## config.mk

```make
export PLATFORM = sky130hd
export DESIGN_NAME = cia_bus_arbiter
export DESIGN_NICKNAME = d
export VERILOG_FILES = /design/src/rtl/cia_bus_arbiter.sv
export SDC_FILE = /design/constraint.sdc
export NUM_CORES = 1
export LEC_CHECK = 0
export ABC_CLOCK_PERIOD_IN_PS = 2000
export CORE_MARGIN = 2
export CORE_UTILIZATION = 33
export DETAILED_ROUTE_END_ITERATION = 7
export GPL_ROUTABILITY_DRIVEN = 0
export PLACE_DENSITY_LB_ADDON = 0.08
export REMOVE_ABC_BUFFERS = 1
export SLEW_MARGIN = 20
export SYNTH_ARGS = -nofsm -noshare
export SYNTH_HDL_FRONTEND = slang
export SYNTH_SLANG_ARGS = --single-unit
```

## constraint.sdc

```tcl
create_clock -name clk -period 2 [get_ports clk]
set_input_delay 0.4 -clock clk [delete_from_list [all_inputs] [get_ports clk]]
set_output_delay 0.4 -clock clk [all_outputs]
set_load 0.005 [all_outputs]
```

## src/rtl/cia_bus_arbiter.sv

```systemverilog
// cia_bus_arbiter: shares one CIA (mos6526) register bus between the CPU
// (port 0) and a snapshot/debug unit (port 1). Each granted access becomes a
// single chip-select window aligned to the CIA's phi2 strobes.
//
// Build option: define CIA_ARB_RR_EN for round-robin arbitration between the
// two ports; leave it undefined for fixed priority (port 0 always wins).
//
// Handshake: reqN is a level held by the requester until ackN. ackN is a
// one-clk pulse that marks the access as done. A request dropped after its
// grant still completes and still gets its ack pulse. The arbiter never
// retries an access, so side-effecting reads reach the CIA exactly once.
module cia_bus_arbiter (
  input  logic       clk,
  input  logic       reset,
  input  logic       phi2_p,
  input  logic       phi2_n,
  input  logic       req0,
  input  logic       req1,
  input  logic       we0,
  input  logic       we1,
  input  logic [3:0] addr0,
  input  logic [3:0] addr1,
  input  logic [7:0] wdata0,
  input  logic [7:0] wdata1,
  output logic       ack0,
  output logic       ack1,
  output logic [7:0] rdata,
  output logic       busy,
  output logic       gnt_id,
  output logic       cia_cs_n,
  output logic       cia_rw,
  output logic [3:0] cia_rs,
  output logic [7:0] cia_db_in,
  input  logic [7:0] cia_db_out,
  output logic [1:0] dbg_state
);

  typedef enum logic [1:0] {
    IDLE    = 2'd0,
    ARMED   = 2'd1,
    CAPTURE = 2'd2
  } state_t;

  state_t     state_q;
  logic       cs_n_q;
  logic       rw_q;
  logic [3:0] rs_q;
  logic [7:0] db_in_q;
  logic       ack0_q;
  logic       ack1_q;
  logic [7:0] rdata_q;
  logic       busy_q;
  logic       gnt_q;

  logic       win_d;
  logic       sel_we_d;
  logic [3:0] sel_addr_d;
  logic [7:0] sel_wdata_d;
  logic       any_req;

  assign any_req = req0 | req1;

  // Pick the winning port for the next grant and mux its access fields.
`ifdef CIA_ARB_RR_EN
  // On a contest the port that did not own the last access wins; with
  // gnt_id resetting to 1 the CPU wins the first contest after reset.
  always_comb begin
    win_d = ~req0;
    if (req0 && req1) begin
      win_d = ~gnt_q;
    end
    sel_we_d    = win_d ? we1    : we0;
    sel_addr_d  = win_d ? addr1  : addr0;
    sel_wdata_d = win_d ? wdata1 : wdata0;
  end
`else
  // Fixed priority: the CPU wins whenever it asks; port 1 may starve.
  always_comb begin
    win_d       = ~req0;
    sel_we_d    = win_d ? we1    : we0;
    sel_addr_d  = win_d ? addr1  : addr0;
    sel_wdata_d = win_d ? wdata1 : wdata0;
  end
`endif

  // Access sequencer. All pin-facing signals are registered here. The read
  // capture and the ack are loaded on the phi2_n edge that ends ARMED, so
  // both are visible during CAPTURE, one clk after the phi2_n strobe, and no
  // grant can coincide with an ack. Bus fields (rw/rs/db_in) change only on
  // a grant and otherwise hold their last value.
  always_ff @(posedge clk or posedge reset) begin
    if (reset) begin
      state_q <= IDLE;
      cs_n_q  <= 1'b1;
      rw_q    <= 1'b1;
      rs_q    <= 4'h0;
      db_in_q <= 8'h00;
      ack0_q  <= 1'b0;
      ack1_q  <= 1'b0;
      rdata_q <= 8'h00;
      busy_q  <= 1'b0;
      gnt_q   <= 1'b1;
    end else begin
      ack0_q <= 1'b0;
      ack1_q <= 1'b0;
      case (state_q)
        IDLE: begin
          // phi2_n while idle is meaningless and is ignored.
          if (phi2_p && any_req) begin
            rw_q    <= ~sel_we_d;
            rs_q    <= sel_addr_d;
            db_in_q <= sel_wdata_d;
            gnt_q   <= win_d;
            cs_n_q  <= 1'b0;
            busy_q  <= 1'b1;
            state_q <= ARMED;
          end
        end
        ARMED: begin
          // A stray phi2_p here is ignored; only phi2_n ends the window.
          // The CIA performs the access in this phi2_n clk.
          if (phi2_n) begin
            cs_n_q  <= 1'b1;
            if (rw_q) begin
              rdata_q <= cia_db_out;
            end
            ack0_q  <= ~gnt_q;
            ack1_q  <= gnt_q;
            state_q <= CAPTURE;
          end
        end
        CAPTURE: begin
          busy_q  <= 1'b0;
          state_q <= IDLE;
        end
        default: begin
          cs_n_q  <= 1'b1;
          busy_q  <= 1'b0;
          state_q <= IDLE;
        end
      endcase
    end
  end

  assign ack0      = ack0_q;
  assign ack1      = ack1_q;
  assign rdata     = rdata_q;
  assign busy      = busy_q;
  assign gnt_id    = gnt_q;
  assign cia_cs_n  = cs_n_q;
  assign cia_rw    = rw_q;
  assign cia_rs    = rs_q;
  assign cia_db_in = db_in_q;
  assign dbg_state = state_q;

endmodule

```

==> results.ini, run 1 <==
[floorplanning]
start_util=0.344
die-width_um=66.0
die_h_um=66.0
die-area_um2=4350
core_area_um2=3690
pin_count=68
row_count=22

[synthesis]
synth_edf_count=0
yosysWarnings=0
async_reset_ff_frac=1.00
ys_seq_elements=28
synth_top_area_share=0.494
synth_top_cell_by_area=dfrtp_1
ys_seq_area_frac=0.556
yosysMostFrequentCell=dfrtp_1
yosys_most_used_dff=dfrtp_1
yosysUniqueCellTypes=19
synth.area.top_cells=dfrtp_1 (49%), mux2_2 (17%), mux2_4 (8.3%)
synth.avg_cell_area_um2=15.5
synth_area_um2=1270
syn_inst=82
ys_top_cells_by_count=dfrtp_1 (25), mux2_2 (19), mux2_1 (7), mux2_4 (7), inv_1 (4)

[clock_network]
clockRootBuffer=clkbuf_8
clock_sinks=28
hold_buffers=0
cts_repair_resize_count=0
cts_tree=yes
post-cts-setup-buffers=0
cts_made_buffers=3
htreeDepth=1
insertion_delay_ps=270
clockBufferDepth=2
cts.clk_slew.worst_paths_ps=100

[run_status]
status=finished clean

[critical_path]
path_cells=clkdlybuf4s50_1
cp-end-kind=output port
crit_fanout=3
crit_slowest_cell=dfstp_2
cp.arrival_ps=1330
crit_required_ps=1600
critPathKind=reg2out
crit_family=flip-flops
r2r-start=dbg_state[0]
crit_path_start_kind=register
setup.worst_path.start=cia_rw
critPathBufInv=1
slowest_delay_ps=560

[timing]
fin_setup_tns_ps=0
worst_pin_slew_ps=360
finalCritPeriodShare=0.865
slew_headroom=0.760
setup_violations=0
slew_viol_final=0
period_needed_ps=1730
fmax_mhz=578
rsz0062_at_grt=no
hold_viol=0
fin_skew_ps=2.45

[layout]
drive_gt1_frac=0.258
nFillCells=318
fin_area_um2=2090
postLayoutCoreUtil=0.568
antenna_cells=0
area_delta_synth_final_pct=65.3
nNetsFinal=196

[place]
place_area_um2=2020
place_hpwl_mm=2.17
port_buffers=67

[global_routing]
grt_pass1_wl_mm=4.48
grt_max_degree=29
grt_overflow=0
grt_pass1_vias=973
grt_usage=0.136
antenna_found_initial=0

[drt]
first_pass_iters=2
drc=0
drtIter0Drc=28
num_vias=907
finalWirelength_mm=2.76
routed_via_density=4.47
wl_per_cell_um=13.6
ant_nets=0

[power_and_ir_drop]
power.density_nw_per_um2=1080
ir_drop_v=0.000524
leakagePower_nw=0.894

[job]
max-cap-violations=0

[min_path]
min_path_type=in2async

## cell families (layout without fill, tap and decap cells)
group / count (synthesis) / after routing / synth area share
AND/OR/NAND/NOR: 6 / 6 / 0.0276
flip-flops: 28 / 28 / 0.556
buffers and inverters: 8 / 81 / 0.0444
AO/OA/AOI/OAI: 5 / 5 / 0.0425
multiplexers: 35 / 35 / 0.330
## report_power, final
group	switching (mW)	internal [mW]
logic	0.241	0.661
clock network	0.174	0.268
registers	0.121	0.799
total	0.536	1.73
## final cells by class
cell class                      instances  area, um2  share of cell area
Clock buffer                            3       41.3              0.0197
Sequential cell                        28        704               0.336
Timing Repair Buffer                   72        733               0.350
Multi-Input combinational cell         46        507               0.242
Tap cell                               48       60.1              0.0287
Inverter                                5       18.8             0.00896
Clock inverter                          1       30.0              0.0143
## state kept, by name, indices dropped and copies added, names as in the netlist
name and flops:
cia_db_in 8, rdata 8, cia_rs 4, dbg_state 2, ack0 1, ack1 1
busy 1, cia_cs_n 1, cia_rw 1, gnt_id 1
## worst reg2reg max path, delay by kind of cell (launching register included)
| kind | cells | cell delay, ps |
|---|---|---|
| DFF | 1 | 380 |
| buffers and inverters | 2 | 360 |
| muxes | 1 | 340 |
| AOI/OAI and AO/OA | 1 | 150 |
## per-stage QoR
step                setup slack [ps]  hold slack (ps)  power, mW  instances
floorplan                        630              455       1.24         79
global placement                95.6              484       1.83        199
detailed placement              70.1              493       1.85        199
CTS                              251              502       2.30        203
global route                     218              520       2.40        203
finish                           269              485       2.26        203
## worst paths after layout
check / end / slack (ps) / cells after the start
setup reg to reg: cia_rs[2] / 660 / 4
max in group asynchronous: gnt_id / 1210 / 3
hold / removal: rdata[0] / 480 / 3
setup / recovery: cia_rw / 270 / 1
hold reg to reg: rdata[0] / 510 / 1
min in group clk: rdata[0] / 510 / 1
## cells in the final DEF (no fill, tap or decap), drive strengths merged
| cell type | netlist | routed |
|---|---|---|
| mux2i | 2 | 2 |
| o21a | 1 | 1 |
| dfrtp | 25 | 25 |
| bufinv | 0 | 1 |
| clkdlybuf4s50 | 0 | 67 |
| clkbuf | 0 | 3 |
| mux2 | 33 | 33 |
| o2111ai | 1 | 1 |
| and3b | 1 | 1 |
| buf | 3 | 5 |
| o31ai | 1 | 1 |
| nand2 | 1 | 1 |
| a21oi | 1 | 1 |
| o211ai | 1 | 1 |
| inv | 4 | 4 |
| dfstp | 3 | 3 |
| clkinv | 1 | 1 |
| nor2 | 2 | 2 |
| and2 | 2 | 2 |
## routing by layer
| layer | track usage | part of all wire | vias up |
|---|---|---|---|
| met3 | 0.0324 | 0.062 | 2 |
| met1 | 0.159 | 0.40 | 441 |
| met4 | 0.0459 | 0.0072 | 0 |
| met2 | 0.242 | 0.53 | 31 |
| met5 | 0 | 0 | - |
| li1 | - | - | 433 |
Power figures use the tool's default switching activity.
==> run 2, diff against run 1 <==
Settings changed: GPL_TIMING_DRIVEN set to 0, PLACE_DENSITY set to 0.7, PLACE_DENSITY_LB_ADDON 0.08 to not set.
==> run 2 against run 1 <==
Effect of this change: combinational power about the same; fmax decreased by 0.81%; global-route usage grew 0.62 points; sequential share of layout area rose by 1.0 points; register-to-register slack worse by 30 ps; cell area down 3.0%; routed wire length rose by 1.0%; critical path type unchanged; critical endpoint unchanged.
==> results.ini, run 2 (synthesized netlist as in run 1, its figures left out) <==
[run_status]
status=finished clean

[clock_network]
cts.clk_slew.worst_paths_ps=90  ; about the same
clockRootBuffer=clkbuf_8
cts_tree=yes
hold_buffers=0  ; unchanged
cts_made_buffers=3  ; unchanged
clockBufferDepth=2  ; unchanged
insertion_delay_ps=270  ; about the same
clock_sinks=28  ; unchanged
htreeDepth=1  ; unchanged

[power_and_ir_drop]
ir_drop_v=0.000596  ; +14%
leakagePower_nw=0.863  ; -3.5%
power_mw=2.13  ; -5.8%
power.density_nw_per_um2=1050  ; -2.9%

[global_routing]
grt_usage=0.142  ; +0.00619
grt_overflow=0  ; unchanged
grt_max_degree=29  ; unchanged
grt_pass1_vias=981  ; +0.82%
antenna_found_initial=0  ; unchanged
grt_pass1_wl_mm=4.53  ; +1.2%

[critical_path]
path_cells=clkdlybuf4s50_1
crit_family=flip-flops
crit_required_ps=1600  ; about the same
cp.arrival_ps=1340  ; about the same
critPathBufInv=1  ; unchanged
crit_path_start_kind=register
cp-end-kind=output port
crit_slowest_cell=dfstp_2
slowest_delay_ps=560  ; about the same
critPathKind=reg2out
crit_fanout=3  ; unchanged

[timing]
period_needed_ps=1740  ; +14.2 ps
hold_viol=0  ; unchanged
rsz0062_at_grt=no
finalCritPeriodShare=0.872  ; +0.00710
fin_setup_tns_ps=0  ; unchanged
slew_viol_final=0  ; unchanged
setup_violations=0  ; unchanged
worst_pin_slew_ps=766  ; +406 ps
fin_ws_ps=255  ; -14.2 ps
slew_headroom=0.489  ; -0.271
fin_skew_ps=3.05  ; +0.593 ps
fmax_mhz=573  ; -0.81%

[drt]
first_pass_iters=4  ; +2
wl_per_cell_um=14.0  ; +2.5%
ant_nets=0  ; unchanged
drc=0  ; unchanged
drtIter0Drc=20  ; -29%
num_vias=906  ; -0.11%
routed_via_density=4.53  ; +1.4%
finalWirelength_mm=2.79  ; +1.0%

[place]
port_buffers=67  ; unchanged
dp.cells=194  ; -2.5%
pre_cts_ws_ps=-553  ; -623 ps
place_area_um2=1960  ; -3.1%
place_hpwl_mm=2.14  ; -1.2%

[floorplanning]
die-area_um2=4350  ; unchanged
die-width_um=66.0  ; unchanged
start_util=0.344  ; unchanged
die_h_um=66.0  ; unchanged
row_count=22  ; unchanged
core_area_um2=3690  ; unchanged
pin_count=68  ; unchanged

[layout]
fin_area_um2=2030  ; -3.0%
nNetsFinal=193  ; -1.5%
final_cells=200  ; -1.5%
area_delta_synth_final_pct=60.3
drive_gt1_frac=0.243  ; -0.0146
antenna_cells=0  ; unchanged
layout_commonest_cell=clkdlybuf4s50_1
mostFrequentLayoutCells=clkdlybuf4s50_1 (66), dfrtp_1 (25), mux2_2 (19)

[min_path]
min_path_type=in2async

[job]
max-cap-violations=0  ; unchanged

[run 2: layer usage]
layer	part of all wire	routed length (um)	up-vias	GRT usage
met2	0.56	1550	34	0.275
met3	0.067	186	2	0.0460
met5	0	0	-	0
met1	0.36	1020	445	0.140
li1	-	-	425	-
met4	0.012	34	0	0.0459
[run 2: where the power goes]
| part | switching [mW] | internal [mW] | total (mW) |
|---|---|---|---|
| logic | 0.250 | 0.655 | 0.904 |
| registers | 0.125 | 0.799 | 0.924 |
| clock network | 0.161 | 0.143 | 0.303 |
| total | 0.535 | 1.60 | 2.13 |
[run 2: repair_timing]
item	in CTS	in global routing
endpoints found under the hold margin	0	0
buffers inserted	2	0
resized for setup	1	0
setup endpoints to repair	15	0
[run 2: worst paths after layout]
| check | startpoint | to | slack (ps) | cells after the start |
|---|---|---|---|---|
| max | cia_rw | cia_rw | 260 | 1 |
| min | reset | cia_rs[0] | 500 | 2 |
| max reg2reg | dbg_state[0] | cia_rs[0] | 630 | 4 |
| min reg2reg | gnt_id | gnt_id | 510 | 2 |
| max in group asynchronous | reset | gnt_id | 1120 | 2 |
| min in group clk | gnt_id | gnt_id | 510 | 2 |
[run 2: cell type report]
| class | instances | area, um2 |
|---|---|---|
| inverters | 5 | 18.8 |
| clock buffers | 4 | 45.0 |
| multi-input cells | 46 | 507 |
| flip-flops and latches | 28 | 704 |
| fillers | 329 | 1660 |
| repair buffers | 69 | 697 |
| well taps | 48 | 60.1 |
[run 2: per-stage QoR]
stage | hold WS (ps) | util
5_1_grt | 535 | 0.551
3_3_place_gp | 488 | 0.532
4_1_cts | 515 | 0.551
2_1_floorplan | 455 | -
6_report | 504 | 0.551
3_5_place_dp | 497 | 0.532
